## src/rtl/seg7_scan_driver_pkg.sv

```systemverilog
// Shared constants and helpers for the multiplexed 7-segment display blocks.
// Segment patterns are ordered a..g with a in bit 6 and g in bit 0.
package seg7_pkg;

    localparam logic [6:0] SEG_0      = 7'b1111110;
    localparam logic [6:0] SEG_1      = 7'b0110000;
    localparam logic [6:0] SEG_2      = 7'b1101101;
    localparam logic [6:0] SEG_3      = 7'b1111001;
    localparam logic [6:0] SEG_4      = 7'b0110011;
    localparam logic [6:0] SEG_5      = 7'b1011011;
    localparam logic [6:0] SEG_6      = 7'b1011111;
    localparam logic [6:0] SEG_7      = 7'b1110000;
    localparam logic [6:0] SEG_8      = 7'b1111111;
    localparam logic [6:0] SEG_9      = 7'b1111011;
    localparam logic [6:0] SEG_A      = 7'b1110111;
    localparam logic [6:0] SEG_B      = 7'b0011111;
    localparam logic [6:0] SEG_C      = 7'b1001110;
    localparam logic [6:0] SEG_D      = 7'b0111101;
    localparam logic [6:0] SEG_E      = 7'b1001111;
    localparam logic [6:0] SEG_F      = 7'b1000111;
    localparam logic [6:0] SEG_BLANK  = 7'b0000000;
    localparam logic [6:0] SEG_ALL_ON = 7'b1111111;

    localparam int SEG7_DIGITS_MAX = 8;

    // Digit index width: $clog2(digits), never narrower than one bit.
    function automatic int seg7_idx_w(input int digits);
        return (digits > 1) ? $clog2(digits) : 1;
    endfunction

    localparam int SEG7_IDX_W_MAX = seg7_idx_w(SEG7_DIGITS_MAX);

    // Nibble to segment pattern; codes 10..15 go dark unless hex display is enabled.
    function automatic logic [6:0] seg7_decode(input logic [3:0] nibble, input logic hex_en);
        logic [6:0] pat;
        case (nibble)
            4'h0: pat = SEG_0;
            4'h1: pat = SEG_1;
            4'h2: pat = SEG_2;
            4'h3: pat = SEG_3;
            4'h4: pat = SEG_4;
            4'h5: pat = SEG_5;
            4'h6: pat = SEG_6;
            4'h7: pat = SEG_7;
            4'h8: pat = SEG_8;
            4'h9: pat = SEG_9;
            4'hA: pat = hex_en ? SEG_A : SEG_BLANK;
            4'hB: pat = hex_en ? SEG_B : SEG_BLANK;
            4'hC: pat = hex_en ? SEG_C : SEG_BLANK;
            4'hD: pat = hex_en ? SEG_D : SEG_BLANK;
            4'hE: pat = hex_en ? SEG_E : SEG_BLANK;
            default: pat = hex_en ? SEG_F : SEG_BLANK;
        endcase
        return pat;
    endfunction

endpackage

```

## src/rtl/seg7_scan_driver_if.sv

```systemverilog
// Bundle between a datapath block (master) and the display scanner (slave).
interface seg7_scan_driver_if #(
    parameter int DIGITS = 4
);
    // Handshake: there is no ready. load is a one-cycle capture strobe; on every
    // clock edge where load=1, data_in and dp_in are taken as the new display
    // value. lamp_test_n, blank_n and lz_en are levels sampled every cycle.
    logic [4*DIGITS-1:0] data_in;
    logic [DIGITS-1:0]   dp_in;
    logic                load;
    logic                lamp_test_n;
    logic                blank_n;
    logic                lz_en;
    logic [6:0]          seg;
    logic                dp;
    logic [DIGITS-1:0]   an;

    modport master (
        output data_in, dp_in, load, lamp_test_n, blank_n, lz_en,
        input  seg, dp, an
    );

    modport slave (
        input  data_in, dp_in, load, lamp_test_n, blank_n, lz_en,
        output seg, dp, an
    );
endinterface

```

## src/rtl/seg7_scan_driver_prescaler.sv

```systemverilog
// Free-running modulo-DIV counter. Exposes the value the counter takes on the
// next edge plus a strobe marking the final count of each period, so callers
// can register outputs that line up with the counter itself.
module seg7_prescaler #(
    parameter int DIV = 4,
    parameter int W   = 2
) (
    input  logic         clk,
    input  logic         rst,
    output logic [W-1:0] cnt_next,
    output logic         tc
);
    logic [W-1:0] cnt_q;
    logic [W-1:0] cnt_d;

    // Next count: wrap to zero after DIV-1.
    always_comb begin
        tc    = (cnt_q == W'(DIV - 1));
        cnt_d = tc ? '0 : cnt_q + W'(1);
    end

    // Counter register.
    always_ff @(posedge clk) begin
        if (rst) cnt_q <= '0;
        else     cnt_q <= cnt_d;
    end

    assign cnt_next = cnt_d;
endmodule

```

## src/rtl/seg7_scan_driver.sv

```systemverilog
// Multi-digit 7-segment scanner: load-enabled value register, registered
// controls, digit scan with guard time, leading-zero suppression and pin
// polarity. Output registers are computed from the next prescaler/index
// values so seg/dp/an always match the slot the counters are in.
module seg7_scan_driver
    import seg7_pkg::*;
#(
    parameter int DIGITS         = 4,
    parameter int REFRESH_DIV    = 50000,
    parameter int GUARD_CYC      = 2,
    parameter bit HEX_EN         = 1'b1,
    parameter bit SEG_ACTIVE_LOW = 1'b0,
    parameter bit AN_ACTIVE_LOW  = 1'b0
) (
    input  logic              clk,
    input  logic              rst,
    seg7_scan_driver_if.slave bus
);
    localparam int IDX_W = seg7_idx_w(DIGITS);
    localparam int PRE_W = $clog2(REFRESH_DIV);

    logic [PRE_W-1:0]    pre_d;
    logic                pre_tc;
    logic [IDX_W-1:0]    idx_q, idx_d;
    logic [4*DIGITS-1:0] data_q, data_d;
    logic [DIGITS-1:0]   dp_q, dp_d;
    logic                lamp_q, lamp_d, blank_q, blank_d, lz_q, lz_d;
    logic [6:0]          seg_q, seg_d;
    logic                dpo_q, dpo_d;
    logic [DIGITS-1:0]   an_q, an_d;
    logic [DIGITS-1:0]   lz_mask;
    logic [DIGITS-1:0]   an_scan;
    logic                zero_run;
    logic                in_guard;

    seg7_prescaler #(.DIV(REFRESH_DIV), .W(PRE_W)) u_pre (
        .clk      (clk),
        .rst      (rst),
        .cnt_next (pre_d),
        .tc       (pre_tc)
    );

    // Digit index advances at the end of each slot; value register loads on strobe.
    always_comb begin
        idx_d = idx_q;
        if (pre_tc) begin
            if (idx_q == IDX_W'(DIGITS - 1)) idx_d = '0;
            else                             idx_d = idx_q + IDX_W'(1);
        end
        data_d  = bus.load ? bus.data_in : data_q;
        dp_d    = bus.load ? bus.dp_in   : dp_q;
        lamp_d  = bus.lamp_test_n;
        blank_d = bus.blank_n;
        lz_d    = bus.lz_en;
    end

    // Index, value and control registers.
    always_ff @(posedge clk) begin
        if (rst) begin
            idx_q   <= '0;
            data_q  <= '0;
            dp_q    <= '0;
            lamp_q  <= 1'b1;
            blank_q <= 1'b1;
            lz_q    <= 1'b0;
        end else begin
            idx_q   <= idx_d;
            data_q  <= data_d;
            dp_q    <= dp_d;
            lamp_q  <= lamp_d;
            blank_q <= blank_d;
            lz_q    <= lz_d;
        end
    end

    // Output selection: blank beats lamp test beats normal decode.
    always_comb begin
        lz_mask  = '0;
        zero_run = 1'b1;
        for (int k = DIGITS - 1; k >= 0; k--) begin
            zero_run = zero_run & (data_q[4*k +: 4] == 4'd0);
            if (k != 0) lz_mask[k] = lz_q & zero_run;
        end

        an_scan        = '0;
        an_scan[idx_d] = 1'b1;
        in_guard       = (int'(pre_d) < GUARD_CYC);

        seg_d = lz_mask[idx_d] ? SEG_BLANK : seg7_decode(data_q[4*idx_d +: 4], HEX_EN);
        dpo_d = dp_q[idx_d];
        an_d  = in_guard ? '0 : an_scan;

        if (!lamp_q) begin
            seg_d = SEG_ALL_ON;
            dpo_d = 1'b1;
        end
        if (!blank_q) begin
            seg_d = SEG_BLANK;
            dpo_d = 1'b0;
            an_d  = '0;
        end
    end

    // Registered logical outputs.
    always_ff @(posedge clk) begin
        if (rst) begin
            seg_q <= '0;
            dpo_q <= 1'b0;
            an_q  <= '0;
        end else begin
            seg_q <= seg_d;
            dpo_q <= dpo_d;
            an_q  <= an_d;
        end
    end

    assign bus.seg = seg_q ^ {7{SEG_ACTIVE_LOW}};
    assign bus.dp  = dpo_q ^ SEG_ACTIVE_LOW;
    assign bus.an  = an_q ^ {DIGITS{AN_ACTIVE_LOW}};
endmodule
```

## src/flat_wrapper.sv

```systemverilog
// flat-port wrapper written by rule: the top's interface ports become plain ports
module seg7_scan_driver_flat import seg7_pkg::*;
#(
    parameter int DIGITS         = 4,
    parameter int REFRESH_DIV    = 50000,
    parameter int GUARD_CYC      = 2,
    parameter bit HEX_EN         = 1'b1,
    parameter bit SEG_ACTIVE_LOW = 1'b0,
    parameter bit AN_ACTIVE_LOW  = 1'b0
)
  (clk, rst, bus_data_in, bus_dp_in, bus_load, bus_lamp_test_n, bus_blank_n, bus_lz_en, bus_seg, bus_dp, bus_an);
  seg7_scan_driver_if #(.DIGITS(DIGITS)) bus_i ();
  input  logic clk;
  input  logic rst;
  input wire logic [$bits(bus_i.data_in)-1:0] bus_data_in;
  input wire logic [$bits(bus_i.dp_in)-1:0] bus_dp_in;
  input wire logic [$bits(bus_i.load)-1:0] bus_load;
  input wire logic [$bits(bus_i.lamp_test_n)-1:0] bus_lamp_test_n;
  input wire logic [$bits(bus_i.blank_n)-1:0] bus_blank_n;
  input wire logic [$bits(bus_i.lz_en)-1:0] bus_lz_en;
  output wire logic [$bits(bus_i.seg)-1:0] bus_seg;
  output wire logic [$bits(bus_i.dp)-1:0] bus_dp;
  output wire logic [$bits(bus_i.an)-1:0] bus_an;
  assign bus_i.data_in = bus_data_in;
  assign bus_i.dp_in = bus_dp_in;
  assign bus_i.load = bus_load;
  assign bus_i.lamp_test_n = bus_lamp_test_n;
  assign bus_i.blank_n = bus_blank_n;
  assign bus_i.lz_en = bus_lz_en;
  assign bus_seg = bus_i.seg;
  assign bus_dp = bus_i.dp;
  assign bus_an = bus_i.an;
  seg7_scan_driver #(.DIGITS(DIGITS), .REFRESH_DIV(REFRESH_DIV), .GUARD_CYC(GUARD_CYC), .HEX_EN(HEX_EN), .SEG_ACTIVE_LOW(SEG_ACTIVE_LOW), .AN_ACTIVE_LOW(AN_ACTIVE_LOW)) u_core (.clk(clk), .rst(rst), .bus(bus_i));
endmodule
```

## config.mk

```make
export PLATFORM = sky130hd
export DESIGN_NAME = seg7_scan_driver_flat
export DESIGN_NICKNAME = d
export VERILOG_FILES = /design/src/rtl/seg7_scan_driver_pkg.sv /design/src/rtl/seg7_scan_driver_if.sv /design/src/rtl/seg7_scan_driver_prescaler.sv /design/src/rtl/seg7_scan_driver.sv /design/src/flat_wrapper.sv
export SDC_FILE = /design/constraint.sdc
export NUM_CORES = 1
export LEC_CHECK = 0
export BUFFER_PORTS_ARGS = -buffer_cell sky130_fd_sc_hd__buf_2
export CORE_ASPECT_RATIO = 0.6
export CORE_UTILIZATION = 61
export DETAILED_ROUTE_END_ITERATION = 7
export PLACE_DENSITY = 0.81
export SETUP_SLACK_MARGIN = 0.15
export SLEW_MARGIN = 20
export SYNTH_ARGS = -nofsm -noshare
export SYNTH_HDL_FRONTEND = slang
export SYNTH_SLANG_ARGS = --single-unit
```

## constraint.sdc

```tcl
create_clock -name clk -period 7.7 [get_ports clk]
set_input_delay 1.54 -clock clk [delete_from_list [all_inputs] [get_ports clk]]
set_output_delay 1.54 -clock clk [all_outputs]
set_load 0.01 [all_outputs]
```

# [Word level (Yosys, flattened, before mapping)]
# Memory sizes are Yosys's and may differ from the RTL's.
# Cells that the tools add are included.
[word_totals] ff_bits=53 latch_bits=0 ramBits=0 romBits=112 in_bits=26 out_inout_bits=12 elab_cells=43 n_memories=1
[memory_table] name="(no name shown)" depth=16 width=7 rd=1 rd_clocked_by_memory_dff=0 wr=0 line="seg7_scan_driver_pkg.sv:36" text="case (nibble)"
[op_classes] n_addsub=2 mul=0 div_mod_pow=0 magnitude_cmp=3 eq_ne=2 shift=1 n_mux=12 n_bitwise=6 n_reduce_logical=6
[op_table] op="16-bit by 1-bit adder with 16-bit output, second input constant" n=1
[op_table] op="16-bit equality test, second input constant" n=1
[op_table] op="16-bit by 2-bit less-than comparator with 1-bit output, second input constant" n=1
[op_table] op="16-bit 2-to-1 mux" n=1
[op_table] op="16-bit by 5-bit indexed part select with 4-bit output" n=1
[op_table] op="7-bit 2-to-1 mux" n=2
[op_table] op="4-bit logical NOT" n=3
[op_table] op="1-bit AND" n=5
[op_table] op="1-bit binary-select mux with 2-bit select" n=2
[op_table] op="1-bit 2-to-1 mux" n=4
[op_table] op="2-bit 2-to-1 mux" n=2
[op_table] op="2-bit by 3-bit less-than comparator with 1-bit output, second input constant" n=1
[op_table] op="3-bit OR reduction" n=1
[op_table] op="2-bit by 1-bit adder with 2-bit output, second input constant" n=1
[op_table] op="1-bit demux with 2-bit select" n=1
[op_table] op="2-bit equality test, second input constant" n=1
[op_table] op="2-bit by 1-bit >= comparator with 1-bit output, second input constant" n=1
[op_table] op="2-bit OR reduction" n=1
[op_table] op="1-bit logical AND" n=1
[op_table] op="1-bit NOT" n=1

# [Longest topological paths before layout]
# Gate-level depths: netlist (run 1).
[logic_depth] word_depth=8 mapped_depth=13 depth_no_buf=12

# [Hierarchy]
# From an unflattened synthesis (run 1), not the netlist that was laid out.
[unflattened] cells_unflattened=280 hier_area_um2=2692.6
[modules_own_cells] mod="seg7_scan_driver" instances=1 cells_per_inst=189 area_per_inst_um2=1845.5 seq_area_each_um2=740.7
[modules_own_cells] mod="seg7_prescaler" instances=1 cells_per_inst=91 area_per_inst_um2=847.1 seq_area_each_um2=320.3

# [Worst setup path after synthesis (run 1)]
# Ideal clock, no wire load.
[synth_timing] path_type="register to register" from="reg u_core.u_pre.cnt_q[0]" to="reg u_core.seg_q[5] (netlist: u_core.bus.seg[5])" setup_ns=0.132 arrival_ns=2.487 t_required_ns=7.568 path_slack_ns=5.082 path_stages_with_launch=12 path_buffers=0 period_less_slack_ns=2.618 cell_sequence="dfxtp_1 > ha_1 > and3_1 > nand4_2 > mux2_4 > mux2_4 > inv_1 > ha_1 > inv_1 > nor2_1 > o311ai_1 > a21oi_1"
[synth_via] elab_chain_len=6 elab_cells_between_ends=8 classes_between="eq/ne (1); shift (1); mux (5); memory (1)"
[synth_lines] item="start: declaration" line="seg7_scan_driver_prescaler.sv:13" text="logic [W-1:0] cnt_q;"
[synth_lines] item="start signal: assignment" line="seg7_scan_driver_prescaler.sv:25" text="else cnt_q <= cnt_d;"
[synth_lines] item="16-bit equality test (*)" line="seg7_scan_driver_prescaler.sv:18" text="tc = (cnt_q == W'(DIV - 1));"
[synth_lines] item="2-bit 2-to-1 mux (*)" line="seg7_scan_driver.sv:46" text="if (pre_tc) begin"
[synth_lines] item="16-bit by 5-bit indexed part select with 4-bit output / 1-bit binary-select mux with 2-bit select (equally long branches)" line="seg7_scan_driver.sv:89" text="seg_d = lz_mask[idx_d] ? SEG_BLANK : seg7_decode(data_q[4*idx_d +: 4], HEX_EN);"
[synth_lines] item="memory read 16 x 7 bit / 1-bit 2-to-1 mux (equally long branches)"
[synth_lines] item="7-bit 2-to-1 mux (*)" line="seg7_scan_driver.sv:89"
[synth_lines] item="7-bit 2-to-1 mux (*)" line="seg7_scan_driver.sv:93" text="if (!lamp_q) begin"
[synth_lines] item="end signal: assignment" line="seg7_scan_driver.sv:111" text="seg_q <= seg_d;"
[synth_lines] item="end: declaration" line="seg7_scan_driver.sv:28" text="logic [6:0] seg_q, seg_d;"
# Mark *: on every way between the ends. The rest lies on a longest branch, timed or not. The select of a mux whose other input is x is not followed.
# A chain may end at the register's enable or synchronous reset.

# [Final worst setup path (run 1)]
# Same ends and word-level chain as after synthesis.

==> flow_metrics.py, run 1 <==
metrics = {
    "outcome": {
        "outcome": "finished, final reports clean",
    },
    "detailed_routing": {
        "dr.pass1.iters": 5,
        "wl_per_cell_um": 13.87,
        "antenna_left": 0,
        "wl_um": 5285,
        "drtIter0Drc": 113,
        "vias": 2092,
        "vias_per_cell": 5.491,
        "drc": 0,
    },
    "power_and_ir_drop": {
        "pwr-share-comb": 0.122,
        "swShare": 0.2601,
        "seq_power_share": 0.575,
        "p_int_mw": 0.3808,
        "p_per_area_nw_per_um2": 175.2,
        "pwr-share-clk": 0.303,
        "max-vdd-ir-drop_mv": 0.1077,
        "leakage_nw": 1.257,
        "power_mw": 0.5146,
        "switchingPower_mw": 0.1339,
    },
    "timing": {
        "clock_skew_ns": 0.008630,
        "fmax_ghz": 0.3064,
        "slew_viol_final": 0,
        "min_period_ns": 3.263,
        "grt_setup_unrepaired": "no",
        "min_period_over_period": 0.4238,
        "tns_ns": 0,
        "fin_ws_ns": 4.437,
        "finalHoldViolations": 0,
        "setup_viol": 0,
        "slew_headroom": 0.3996,
        "worst_pin_slew_ns": 0.9001,
        "holdWs_ns": 0.4866,
    },
    "clocking": {
        "cts_tree": "yes",
        "cts_resized": 0,
        "cts_made_buffers": 5,
        "cts_sinks": 53,
        "root_buffer": "clkbuf_8",
        "htree_num_levels": 2,
        "clk_latency_ns": 0.32,
        "cts.path.max_buffers": 2,
        "clk_pin_slew_ns": 0.09,
        "cts_setup_buffers": 0,
        "ctsHoldBuffers": 0,
    },
    "critical_path": {
        "endpoint_kind": "flop",
        "cp-start-kind": "flop",
        "crit_type": "reg2reg",
        "cp_data_required_time_ns": 7.90,
        "critPathArrivalTime_ns": 3.46,
        "path_max_fanout": 19,
    },
    "floorplan": {
        "fp.dieArea_sq_um": 4665,
        "chipWidth_um": 87.51,
        "ios": 38,
        "die_y_um": 53.31,
        "rows": 18,
        "fp.coreArea_sq_um": 4167,
        "initial_core_util": 0.6423,
    },
    "placed_design": {
        "dp.cells": 373,
        "preCtsSetupSlack_ns": 4.467,
        "place.gp.congestion": 0.8715,
        "placed_area_sq_um": 2853,
        "portBuffers": 37,
        "place_hpwl_um": 3903,
    },
    "min_path": {
        "hold_class": "reg2reg",
    },
    "layout": {
        "syn2layout_area_growth_pct": 9.724,
        "final_cells": 381,
        "stdcell_area_sq_um": 2937,
        "finish.utilization": 0.7048,
        "nets": 354,
        "n_antenna_cell": 0,
        "drive_above_1_share": 0.1869,
    },
    "grt": {
        "grt_pass1_wl_um": 8583,
        "grt_use_total": 0.2515,
        "antenna_found_initial": 0,
        "grt_pass1_vias": 1763,
        "grt.overflow.total": 0,
        "grt_max_degree": 32,
    },
    "flow_run": {
        "cap_violations": 0,
    },
    "logic_synthesis": {
        "ys_types": 52,
        "synth-seq-cells": 53,
        "synth_cells": 292,
        "postSynthNetCount": 326,
        "syn_area_sq_um": 2676,
        "ys_seq_area_frac": 0.3964,
        "avgSynthCellArea_sq_um": 9.165,
        "yosysWarningCount": 0,
    },
}
## path summary, 6_finish.rpt
path / from / endpoint / slack, ns / cells after the start
max: u_core.u_pre.cnt_q[0] / u_core.bus.seg[5] / 4.44 / 12
min: u_core.u_pre.cnt_q[0] / u_core.u_pre.cnt_q[0] / 0.49 / 1
max reg2reg: u_core.u_pre.cnt_q[0] / u_core.bus.seg[5] / 4.44 / 12
min reg2reg: u_core.u_pre.cnt_q[0] / u_core.u_pre.cnt_q[0] / 0.49 / 1
## registers in the layout (all words and copies together), names as in the netlist
name	cells
u_core.bus.dp	1
u_core.data_q	16
u_core.lamp_q	1
u_core.u_pre.cnt_q	16
u_core.bus.an	4
u_core.idx_q	2
u_core.bus.seg	7
u_core.blank_q	1
u_core.lz_q	1
u_core.dp_q	4
## synthesized netlist by cell type (all sizes together)
| cell | instances | area, sq um |
|---|---|---|
| a21o | 2 | 15.01 |
| a21oi | 8 | 40.04 |
| a221oi | 1 | 15.01 |
| a31oi | 3 | 18.77 |
| a41oi | 1 | 8.760 |
| and2 | 2 | 12.51 |
| and3 | 3 | 18.77 |
| and4 | 1 | 10.01 |
| and4b | 1 | 10.01 |
| and4bb | 2 | 25.02 |
| buf | 9 | 60.05 |
| clkbuf | 7 | 27.52 |
| dfxtp | 53 | 1061 |
| ha | 8 | 100.1 |
| inv | 7 | 26.28 |
| mux2 | 6 | 82.58 |
| mux2i | 33 | 350.3 |
| nand2 | 20 | 75.07 |
| nand2b | 1 | 6.260 |
| nand3 | 9 | 45.04 |
| nand4 | 6 | 43.79 |
| nor2 | 50 | 187.7 |
| nor2b | 3 | 18.77 |
| nor3 | 4 | 20.02 |
| nor3b | 1 | 7.510 |
| nor4 | 6 | 37.54 |
| nor4b | 1 | 23.77 |
| o211ai | 1 | 7.510 |
| o21a | 1 | 7.510 |
| o21ai | 9 | 45.04 |
| o21bai | 1 | 7.510 |
| o221a | 1 | 11.26 |
| o221ai | 1 | 8.760 |
| o22ai | 2 | 12.51 |
| o2bb2ai | 1 | 8.760 |
| o311ai | 1 | 8.760 |
| o31ai | 1 | 7.510 |
| o32ai | 1 | 8.760 |
| or2 | 3 | 18.77 |
| or2b | 1 | 7.510 |
| or3 | 2 | 12.51 |
| or4 | 1 | 7.510 |
| xnor2 | 10 | 87.58 |
| xor2 | 7 | 61.31 |
## cell type report
class,count,area (sq um)
Clock inverter,1,7.507
Tap cell,60,75.07
Clock buffer,7,76.32
Multi-Input combinational cell,216,1505
Fill cell,333,1230
Sequential cell,53,1061
Timing Repair Buffer,37,185.2
Inverter,7,26.28
## worst max-delay path, stage by stage, from the launching register on
cell,delay (ns)
dfxtp_1,0.39
ha_1,0.29
and4b_1,0.22
nand4_1,0.11
o21bai_2,0.72
mux2i_1,0.19
mux2_4,0.34
inv_1,0.13
ha_1,0.24
inv_1,0.08
nor2_1,0.05
o311ai_1,0.28
a21oi_1,0.10
## cell families (layout without fill, tap and decap cells)
| kind of cell | Yosys count | in the layout | share of synthesized area |
|---|---|---|---|
| adders and majority gates | 8 | 8 | 0.03740 |
| xor gates and xnor gates | 17 | 17 | 0.05563 |
| and+or+nand+nor | 117 | 117 | 0.2197 |
| muxes | 39 | 39 | 0.1618 |
| AOI/OAI and AO/OA | 35 | 35 | 0.08649 |
| buffers and inverters | 23 | 52 | 0.04254 |
| DFF | 53 | 53 | 0.3964 |
## cells in the final DEF, fill, tap and decap left out, drive strengths merged, types with 2 or more instances in the layout
cell type / n
or3: 2
mux2: 6
xor2: 7
nor3: 4
a31oi: 3
a21oi: 8
and2: 2
mux2i: 33
nor2: 50
o22ai: 2
ha: 8
nand2: 20
inv: 7
dfxtp: 53
buf: 37
and4bb: 2
and3: 3
nor4: 6
clkbuf: 7
or2: 3
o21ai: 9
xnor2: 10
nor2b: 3
nand3: 9
nand4: 6
a21o: 2
## layer usage
layer	global-route usage	share of wire	wire, um
met5	0	0	0
met4	0.1093	0.019	102
met3	0.05928	0.070	370
met1	0.3911	0.55	2912
met2	0.3138	0.36	1899
## power groups by stage
stage                     Combinational, mW  Clock [mW]  Sequential, mW
after detailed placement             0.0623           0           0.302
final                                0.0627       0.156           0.296
after CTS                            0.0626       0.159           0.296
after floorplan                      0.0434           0           0.301
after global routing                 0.0704       0.167           0.298
after global placement               0.0608           0           0.302
Note: power is estimated with default switching activity, not from simulation.
==> run 2: changes to the inputs <==
- ABC_AREA: unset -> 1
- CORE_UTILIZATION: 61 -> 57
- PLACE_DENSITY: 0.81 -> 0.76
- clock period: 7.7 -> 3.4 ns (I/O delays scaled with it)
==> run 2 against run 1 <==
Critical path depth rose by 4. Worst hold slack lost 0.0071 ns. Synthesized cell count increased by 33%. Fmax grew 22%. Final cell count is 27% higher. Clock-buffer cell count down 1.
==> flow_metrics.py, run 2 <==
metrics = {
    "timing": {
        "min_period_ns": 2.680,
        "fin_ws_ns": 0.7199,
        "tns_ns": 0,
        "holdWs_ns": 0.4795,
        "min_period_over_period": 0.7883,
        "finalHoldViolations": 0,
        "clock_skew_ns": 0.01650,
        "setup_viol": 0,
        "worst_pin_slew_ns": 0.8187,
        "fmax_ghz": 0.3731,
        "slew_viol_final": 0,
        "slew_headroom": 0.4536,
        "grt_setup_unrepaired": "no",
    },
    "placed_design": {
        "place.gp.congestion": 0.9147,
        "placed_area_sq_um": 2909,
        "dp.cells": 477,
        "place_hpwl_um": 4806,
        "portBuffers": 37,
        "preCtsSetupSlack_ns": 0.7919,
    },
    "logic_synthesis": {
        "synth_flop_cell": "dfxtp_1",
        "yosysWarningCount": 0,
        "synth_area_leader_cell": "dfxtp_1",
        "postSynthNetCount": 422,
        "synth_common_cells": "81 x nand2_1, 57 x nor2_1, 53 x dfxtp_1, 41 x inv_1, 32 x nand3_1",
        "synth_cells": 388,
        "async_reset_ff_frac": 0,
        "avgSynthCellArea_sq_um": 6.982,
        "ys_seq_area_frac": 0.3917,
        "ys_types": 30,
        "yosysMostFrequentCell": "nand2_1",
        "syn_area_sq_um": 2709,
        "synth.area.top_cells": "dfxtp_1 39%, nand2_1 11%, nor2_1 7.9%",
        "synth-seq-cells": 53,
        "synth-edff-count": 0,
        "synth_top_area_frac": 0.3917,
    },
    "flow_run": {
        "cap_violations": 0,
    },
    "power_and_ir_drop": {
        "p_per_area_nw_per_um2": 415.5,
        "power_mw": 1.259,
        "leakage_nw": 1.434,
        "max-vdd-ir-drop_mv": 0.2676,
    },
    "grt": {
        "grt_pass1_wl_um": 10450,
        "antenna_found_initial": 0,
        "grt.overflow.total": 0,
        "grt_pass1_vias": 2208,
        "grt_use_total": 0.2610,
        "grt_max_degree": 34,
    },
    "layout": {
        "stdcell_area_sq_um": 3029,
        "finish.utilization": 0.6637,
        "final_cells": 485,
        "mostFrequentLayoutCells": "81 x nand2_1, 57 x nor2_1, 53 x dfxtp_1",
        "nets": 455,
        "syn2layout_area_growth_pct": 11.82,
        "drive_above_1_share": 0.1730,
        "fill_cells": 448,
        "n_antenna_cell": 0,
        "final_common_cell": "nand2_1",
    },
    "critical_path": {
        "cp_top_family": "simple AND/OR/NAND/NOR gates",
        "worst_path_largest_cell_delay_ns": 0.37,
        "crit_path_cell_trace": "ha_1 -> nand3_2 -> nor2_2 -> nand3_2 -> nand2_2 -> nand2_1 -> nand2_1 -> nand2_1 -> nand2_1 -> inv_1 -> ha_1 -> nand3b_1 -> nand2_1 -> nand2_1 -> nand2_1 -> a21oi_1",
        "crit_path_top_delay_cell": "dfxtp_1",
        "cp-start-kind": "flop",
        "cp_common_cell": "nand2_1",
        "endpoint_kind": "flop",
        "crit_buf_inv": 1,
        "critPathArrivalTime_ns": 2.85,
        "path_max_fanout": 12,
        "cp_data_required_time_ns": 3.57,
        "crit_type": "reg2reg",
    },
    "clocking": {
        "cts_tree": "yes",
        "cts_resized": 0,
        "root_buffer": "clkbuf_8",
        "ctsHoldBuffers": 0,
        "cts_made_buffers": 5,
        "clk_pin_slew_ns": 0.10,
        "clk_latency_ns": 0.30,
        "cts_setup_buffers": 0,
        "cts.path.max_buffers": 2,
        "htree_num_levels": 2,
        "cts_sinks": 53,
    },
    "detailed_routing": {
        "wl_per_cell_um": 12.98,
        "vias": 2563,
        "drtIter0Drc": 269,
        "drc": 0,
        "dr.pass1.iters": 4,
        "vias_per_cell": 5.285,
        "wl_um": 6297,
        "antenna_left": 0,
    },
    "floorplan": {
        "fp.dieArea_sq_um": 5041,
        "die_y_um": 55.40,
        "chipWidth_um": 91.00,
        "initial_core_util": 0.5935,
        "ios": 38,
        "rows": 19,
        "fp.coreArea_sq_um": 4564,
    },
    "min_path": {
        "hold_class": "reg2reg",
    },
    "outcome": {
        "outcome": "finished, final reports clean",
    },
}
[run 2: area by class of cell]
type / count / area, sq um / area share
repair buffers: 37 / 185.2 / 0.06113
well taps: 63 / 78.83 / 0.02602
inverters: 43 / 163.9 / 0.05411
multi-input cells: 281 / 1420 / 0.4688
flip-flops and latches: 53 / 1061 / 0.3503
clock buffers: 6 / 82.58 / 0.02726
clock inverters: 2 / 37.54 / 0.01239
[run 2: worst paths after layout]
kind	from	to	slack [ns]	depth (start not counted)
worst min-delay path	u_core.u_pre.cnt_q[0]	u_core.u_pre.cnt_q[0]	0.48	1
worst min register to register	u_core.u_pre.cnt_q[0]	u_core.u_pre.cnt_q[0]	0.48	1
worst max register to register	u_core.u_pre.cnt_q[0]	u_core.bus.seg[5]	0.72	16
worst max-delay path	u_core.u_pre.cnt_q[0]	u_core.bus.seg[5]	0.72	16
[run 2: power breakdown]
part           switching (mW)  internal, mW  total, mW
clock network           0.200         0.239      0.440
logic                  0.0939        0.0562      0.150
registers              0.0167         0.652      0.669
[run 2: layer usage]
layer / vias up / global-route usage / share of wire
met3: 4 / 0.06474 / 0.099
met5: - / 0 / 0
li1: 1302 / - / -
met1: 1128 / 0.4278 / 0.53
met2: 129 / 0.3366 / 0.36
met4: 0 / 0.04762 / 0.0064
[run 2: logic make-up (layout without fill, tap and decap cells)]
family                   after synthesis  in the layout  synth area share
AND/OR/NAND/NOR                      212            212            0.3617
AO/OA/AOI/OAI                         54             54            0.1030
buffers and inverters                 54             88           0.08407
flip-flops                            53             53            0.3917
adder cells (fa/ha/maj)                8              8           0.03695
XOR/XNOR                               7              7           0.02263
